$ cat src/rtl/vector_lane_alu.sv
// vector_lane_alu: four-lane (NUM_LANES x VEC_W) vector ALU that runs one
// lane per cycle and writes the whole result back in a single pulse.
//
// Ports:
//   clock     - single clock, rising edge
//   reset     - synchronous, active low
//   start     - begin one operation (sampled only in IDLE)
//   op        - 00 VADD, 01 VSUB, 10 VAND, 11 VMAX (unsigned)
//   vdst      - destination register index
//   vdata1/2  - operands A/B (register file read ports)
//   busy      - high whenever the FSM is not IDLE
//   vdataw    - result vector (register file write data)
//   vregw     - destination index (register file write select)
//   VRFWrite  - one-cycle write enable
//
// Config macro: VLANE_SAT_EN -- saturating VADD/VSUB when defined,
// modulo-2^VEC_W wrap otherwise.
//
// Timing: start accepted on edge E0, lanes 0..3 computed on E1..E4,
// VRFWrite high between E4 and E5, back in IDLE after E5.

module vector_lane_alu_lane #(
  parameter int VEC_W = 8
) (
  input  logic [1:0]       op,
  input  logic [VEC_W-1:0] a,
  input  logic [VEC_W-1:0] b,
  output logic [VEC_W-1:0] y
);
  logic [VEC_W-1:0] add_y, sub_y;

`ifdef VLANE_SAT_EN
  logic [VEC_W:0] sum, dif;
  assign sum   = {1'b0, a} + {1'b0, b};
  assign dif   = {1'b0, a} - {1'b0, b};
  // carry out -> overflow, borrow out -> underflow
  assign add_y = sum[VEC_W] ? '1 : sum[VEC_W-1:0];
  assign sub_y = dif[VEC_W] ? '0 : dif[VEC_W-1:0];
`else
  assign add_y = a + b;
  assign sub_y = a - b;
`endif

  always_comb begin
    y = '0;
    case (op)
      2'b00: y = add_y;
      2'b01: y = sub_y;
      2'b10: y = a & b;
      2'b11: y = (a > b) ? a : b;
      default: y = '0;
    endcase
  end
endmodule

module vector_lane_alu #(
  parameter int NUM_LANES = 4,
  parameter int VEC_W     = 8
) (
  input  logic                       clock,
  input  logic                       reset,
  input  logic                       start,
  input  logic [1:0]                 op,
  input  logic [1:0]                 vdst,
  input  logic [NUM_LANES*VEC_W-1:0] vdata1,
  input  logic [NUM_LANES*VEC_W-1:0] vdata2,
  output logic                       busy,
  output logic [NUM_LANES*VEC_W-1:0] vdataw,
  output logic [1:0]                 vregw,
  output logic                       VRFWrite
);
  localparam int CNT_W = $clog2(NUM_LANES);

  typedef enum logic [1:0] {IDLE, EXEC, WRITE} state_t;

  state_t                              state;
  logic [CNT_W-1:0]                    cnt;
  logic [NUM_LANES-1:0][VEC_W-1:0]     a_q, b_q, res_q, lane_res;
  logic [1:0]                          op_q, vdst_q;

  // Every lane has its own ALU; the counter picks which one is committed.
  for (genvar i = 0; i < NUM_LANES; i++) begin : g_lane
    vector_lane_alu_lane #(.VEC_W(VEC_W)) u_lane (
      .op (op_q),
      .a  (a_q[i]),
      .b  (b_q[i]),
      .y  (lane_res[i])
    );
  end

  // Outputs come straight from the result and destination registers, so
  // they only move on acceptance/EXEC and stay frozen in IDLE.
  assign vdataw = res_q;
  assign vregw  = vdst_q;

  always_ff @(posedge clock) begin
    if (!reset) begin
      state    <= IDLE;
      cnt      <= '0;
      a_q      <= '0;
      b_q      <= '0;
      op_q     <= '0;
      vdst_q   <= '0;
      res_q    <= '0;
      busy     <= 1'b0;
      VRFWrite <= 1'b0;
    end else begin
      case (state)
        IDLE: begin
          if (start) begin
            a_q    <= vdata1;
            b_q    <= vdata2;
            op_q   <= op;
            vdst_q <= vdst;
            cnt    <= '0;
            busy   <= 1'b1;
            state  <= EXEC;
          end
        end
        EXEC: begin
          res_q[cnt] <= lane_res[cnt];
          cnt        <= cnt + CNT_W'(1);
          if (cnt == CNT_W'(NUM_LANES - 1)) begin
            VRFWrite <= 1'b1;
            state    <= WRITE;
          end
        end
        WRITE: begin
          VRFWrite <= 1'b0;
          busy     <= 1'b0;
          state    <= IDLE;
        end
        default: begin
          VRFWrite <= 1'b0;
          busy     <= 1'b0;
          state    <= IDLE;
        end
      endcase
    end
  end
endmodule

$ cat config.mk
export PLATFORM = sky130hd
export DESIGN_NAME = vector_lane_alu
export DESIGN_NICKNAME = d
export VERILOG_FILES = /design/src/rtl/vector_lane_alu.sv
export SDC_FILE = /design/constraint.sdc
export NUM_CORES = 1
export LEC_CHECK = 0
export ABC_AREA = 1
export BUFFER_PORTS_ARGS = -buffer_cell sky130_fd_sc_hd__buf_2
export CAP_MARGIN = 15
export CORE_MARGIN = 8
export CORE_UTILIZATION = 40
export DETAILED_ROUTE_END_ITERATION = 7
export PLACE_DENSITY_LB_ADDON = 0.1
export SLEW_MARGIN = 40
export SYNTH_ARGS = -nofsm -noshare
export SYNTH_HDL_FRONTEND = slang
export SYNTH_SLANG_ARGS = --single-unit
$ cat constraint.sdc
create_clock -name clock -period 6.91 [get_ports clock]
set_clock_uncertainty 0.2 [all_clocks]
set_input_delay 0.691 -clock clock [delete_from_list [all_inputs] [get_ports clock]]
set_output_delay 0.691 -clock clock [all_outputs]
set_load 0.02 [all_outputs]
## Word level (Yosys, flattened, before mapping)

Cells that the tools add are included.
W data, S select, Z words.

- Register bits: 106
- Output and inout port bits: 36
- Word-level logic and storage cells: 77
- Input port bits: 71

- Order comparisons: 6
- Multiplexer cells: 22
- Reduce and logical (&&, ||, !) cells: 9
- Equality and inequality tests: 7
- $add $sub $neg: 9
- Bitwise logic cells: 6

Operators with widths:

| kind | number |
|---|---|
| $pmux W8 S4 | 4 |
| $mux W8 | 6 |
| $add A8 B8 Y8 | 4 |
| $and A8 B8 Y8 | 4 |
| $bwmux W32 | 1 |
| $gt A8 B8 Y1 | 4 |
| $sub A8 B8 Y8 | 4 |
| $bmux W8 S2 | 1 |
| $demux W8 S2 | 1 |
| $reduce_and A2 Y1 | 5 |
| $pmux W2 S2 | 2 |
| $eq A2 B2 Y1 const B | 3 |
| $mux W2 | 3 |
| $eq A2 B1 Y1 const B | 2 |
| $logic_not A2 Y1 | 2 |
| $ne A2 B2 Y1 const B | 2 |
| $pmux W1 S2 | 2 |
| $lt A2 B3 Y1 const B | 1 |
| $add A2 B1 Y2 const B | 1 |
| $ge A2 B1 Y1 const B | 1 |
| $mux W1 | 2 |
| $not A1 Y1 | 2 |
| $reduce_bool A2 Y1 | 1 |
| $logic_and A1 B1 Y1 | 1 |

## Logic depth before layout (Yosys ltp)

- Depth after elaboration: 6
- Gate-level depth with buffers: 19
- Depth with buffers taken out: 19

## By module

From an unflattened synthesis, not the netlist that was laid out.

- Cells, all modules: 1364
- Area total of the unflattened synthesis: 8508.2 um2

By module, submodules not included:

| module | sequential area each (um2) | instances | area an instance (um2) | cells an instance |
|---|---|---|---|---|
| vector_lane_alu | 2122.0 | 1 | 4080.2 | 559 |
| vector_lane_alu_lane (g_lane[1].u_lane ...) | 0.0 | 2 | 1108.6 | 201 |
| vector_lane_alu_lane (g_lane[0].u_lane) | 0.0 | 1 | 1113.6 | 202 |
| vector_lane_alu_lane (g_lane[3].u_lane) | 0.0 | 1 | 1097.3 | 201 |

## Worst setup path before layout

OpenSTA, ideal clock, no wires.

- Path type: flip-flop to flip-flop
- Start: register a_q[16] (netlist bit)
- End: register res_q (netlist bit vdataw[10])
- Clock period less this slack: 2371 ps
- Library setup time: 122 ps
- Cell stages (with the launch flop): 17
- Path buffers: 1
- Data required time: 6588 ps
- Slack: 4539 ps
- Arrival time: 2049 ps
- Cells stage by stage: dfxtp_1 > inv_1 > ha_1 > fa_1 > inv_1 > nand2_1 > nand2_1 > nand3_2 > nand2_2 > nand2_2 > buf_6 > nor2_1 > nor2_1 > o21bai_1 > nand3_1 > nand2_2 > a21oi_2

- Word-level cells in the longest chain between the ends: 6
- Elaborated cells on any way between the ends: 8
- Those cells by class: add/sub (2); order compare (1); mux (5)

RTL lines:

| item | line | RTL |
|---|---|---|
| start: declaration | 78 | `logic [NUM_LANES-1:0][VEC_W-1:0] a_q, b_q, res_q, lane_res;` |
| start signal: assignment | 111 | `a_q <= vdata1;` |
| $gt A8 B8 Y1 | 50 | `2'b11: y = (a > b) ? a : b;` |
| $mux W8 | 50 |  |
| $pmux W8 S4 (*) | 46 | `case (op)` |
| $bmux W8 S2 (*) | 121 | `res_q[cnt] <= lane_res[cnt];` |
| $mux W8 (not written as such) (*) | 121 |  |
| $bwmux W32 (*) | 121 |  |
| end signal: indexed assignment | 121 |  |
| end: declaration | 78 |  |

Every way passes the cells marked *; elsewhere a longest branch is shown, timed or not. The select of a mux whose other input is x is not followed.
A chain may end at the register's enable or synchronous reset.

## Worst setup path after layout

- Start: register a_q[8] (netlist bit)
- End: register res_q (netlist bit vdataw[22])

The elaborated chain is that of the path after synthesis.

==> results.json <==
{
  "postLayoutSetupSlackWorst_ps": 3900,
  "ys_dominant_reg_cell": "dfxtp_1",
  "ant_nets": 0,
  "synth.top_cell.area_share_pct": 25.4,
  "synth_edf_count": 0,
  "cell_area_after_technology_mapping_mm2": 0.00835,
  "cp_delay_by_family_top": "simple AND/OR/NAND/NOR gates",
  "post_route_cells_drive_above_1_share_pct": 14.6,
  "slew-limit-headroom_pct": 46.8,
  "sum_of_routed_wire_length_over_all_layers_um": 26100,
  "synth_cells": 1277,
  "fillerInstances": 2214,
  "critical-path-max-stage-delay_ps": 390,
  "commonest_cells_after_routing_fill_and_taps_aside": "243 x nand2_1, 172 x inv_1, 124 x o21ai_0, 118 x nor2_1, 111 x a21oi_1",
  "timing.critical_path.required_ps": 6970,
  "synth_warnings": 0,
  "areaGrowthSynthToFinish_pct": 11.4,
  "postSynthNetCount": 1424,
  "fin_area_mm2": 0.00930,
  "maxCapViolCount": 0,
  "clock_tree.buffer_depth": 2,
  "die_width_um": 160,
  "gp_congestion": 0.892,
  "synth_top_cell_by_area": "dfxtp_1",
  "placement_cell_area_mm2": 0.00898,
  "critical_path.max_fanout": 12,
  "clock-root-buffer": "clkbuf_16",
  "finalMaxSlewViolations": 0,
  "cp_num_buf_inv": 3,
  "grt_start_max_net_pins": 85,
  "numClockSinks": 106,
  "setup_viol": 0,
  "grt_remaining_overflow": 0,
  "crit_path_end_kind": "flip-flop",
  "timing.critical_path.mode_cell": "nand2_1",
  "rsz0062_at_grt": "no",
  "tritoncts": "done",
  "synth-async-reset-ratio_pct": 0,
  "cts_resized": 0,
  "worst_skew_pair.late_latency_ps": 360,
  "cts_setup_buffers": 0,
  "cp_cell_sequence": "inv_1 > ha_1 > fa_1 > inv_1 > nand2_1 > nand2_1 > nand3_2 > nand2_2 > nand2_2 > or2_0 > nand2_1 > nand2_1 > nand2_1 > nand2_1 > nand2_1 > nand3_1 > nand2_1 > inv_1",
  "worst_path_max_delay_cell": "fa_1",
  "status": "finished, final reports clean",
  "synth-seq-cells": 106,
  "die_area_mm2": 0.0257,
  "ios": 107,
  "vias_in_the_first_global_route": 8169,
  "cellPowerDensity_mw_per_mm2": 215,
  "starting_drt_drc_count": 539,
  "min_period_ps": 3010,
  "drc_viols": 0,
  "grt_first_pass_wirelength_um": 42800,
  "min_path_type": "reg -> reg",
  "crit_path_start_kind": "flip-flop",
  "detail_route.first_pass.iterations": 5,
  "synth.area.top_cells": "dfxtp_1 25%, nand2_1 11%, ha_1 10%, inv_1 7.8%, o21ai_0 7.4%",
  "finalHoldViolations": 0,
  "critPathArrivalTime_ps": 3070,
  "route.vias.total": 8300,
  "maxClockFrequency_ghz": 0.332,
  "synth_sequential_area_ratio_pct": 25.4,
  "post-route-period-util_pct": 43.6,
  "cts-buffers-inserted": 9,
  "route.detailed.vias_per_inst": 5.13,
  "hold_fix_buffers_cts": 0,
  "setup.worst_path.class": "reg -> reg",
  "tightest_slew_ps": 797,
  "setup_total_negative_slack_ps": 0,
  "post_drt_wl_per_cell_um": 16.1,
  "vdd.ir_drop.worst_v": 0.000110,
  "layout_commonest_cell": "nand2_1",
  "power.leakage_nw": 4.65,
  "htree_levels": 3,
  "placeable_core_area_mm2": 0.0208,
  "insertedDiodeCount": 0,
  "avgSynthCellArea_um2": 6.54,
  "yosys.cell_types.count": 40,
  "die_height_um": 160,
  "num-nets-final": 1486,
  "number_of_antenna_violations_at_the_first_check_in_global_routing": 0,
  "worst_hold_slack_ps": 272,
  "initial_core_util_pct": 40.2,
  "floorplan.rows": 53,
  "grt_util_all_layers_pct": 20.4,
  "path_clk_slew_ps": 70,
  "place.port_buffers": 106,
  "detailedPlacementHpwl_um": 19400,
  "dp_slack_ps": 3720
}
==> state kept, by name (all words and copies together) (netlist names) <==
signal,cells
state,2
op_q,2
a_q,32
vregw,2
vdataw,32
busy,1
b_q,32
VRFWrite,1
cnt,2
==> Yosys cell counts (8+ instances only) <==
cell	instances
buf_2	20
a21oi_1	111
nand3_2	9
xor2_1	12
clkbuf_1	31
o21a_1	25
nand4_1	14
dfxtp_1	106
o21ai_0	124
nand3b_1	10
ha_1	68
inv_1	174
nand3_1	94
fa_1	8
nor2_1	121
nand2_2	19
o21ai_1	16
a21oi_2	15
nand2_1	243
==> tightest hold or removal path, cell delays in order, from the launching register on <==
cell and delay (ps):
dfxtp_1 330, a21oi_1 40, nor2_1 70
==> metal layers <==
layer / vias up / GRT usage [%] / wire length (µm) / part of all wire (%)
li1: 4262 / - / - / -
met1: 3783 / 25.3 / 11900 / 45
met2: 212 / 35.3 / 12600 / 48
met3: 43 / 2.82 / 987 / 3.8
met4: 0 / 7.09 / 646 / 2.5
met5: - / 0 / 0 / 0
==> layout make-up <==
| type | instances | area (µm²) | share of cell area (%) |
|---|---|---|---|
| Sequential cell | 106 | 2120 | 22.8 |
| Clock inverter | 4 | 73.8 | 0.794 |
| Timing Repair Buffer | 112 | 588 | 6.32 |
| Clock buffer | 12 | 236 | 2.54 |
| Tap cell | 275 | 344 | 3.70 |
| Inverter | 178 | 669 | 7.20 |
| Multi-Input combinational cell | 932 | 5270 | 56.6 |
==> kinds of logic after synthesis <==
family / count (synthesis) / share of synthesized area, %
simple gates: 534 / 28.8
compound gates: 310 / 20.7
buf+inv: 239 / 11.7
flops: 106 / 25.4
fa+ha+maj: 76 / 12.1
xor+xnor: 12 / 1.26
==> path summary, 6_finish.rpt <==
check / from / end / slack [ps] / cells past startpoint
hold reg to reg: busy / busy / 270 / 2
setup reg to reg: a_q[8] / vdataw[22] / 3900 / 18
setup / recovery: a_q[8] / vdataw[22] / 3900 / 18
hold / removal: busy / busy / 270 / 2
==> power breakdown <==
| part | total, mW | internal [mW] | switching [mW] |
|---|---|---|---|
| clock | 0.564 | 0.320 | 0.244 |
| combinational | 0.747 | 0.243 | 0.503 |
| sequential | 0.694 | 0.655 | 0.0390 |
==> stage by stage <==
step	util (%)	instances	power, mW
3_3_place_gp	43.2	1602	1.45
2_1_floorplan	-	1277	1.26
4_1_cts	44.8	1619	2.02
5_1_grt	44.8	1619	2.15
6_report	44.8	1619	2.00
3_5_place_dp	43.3	1603	1.45
(Power assumes the default switching activity.)
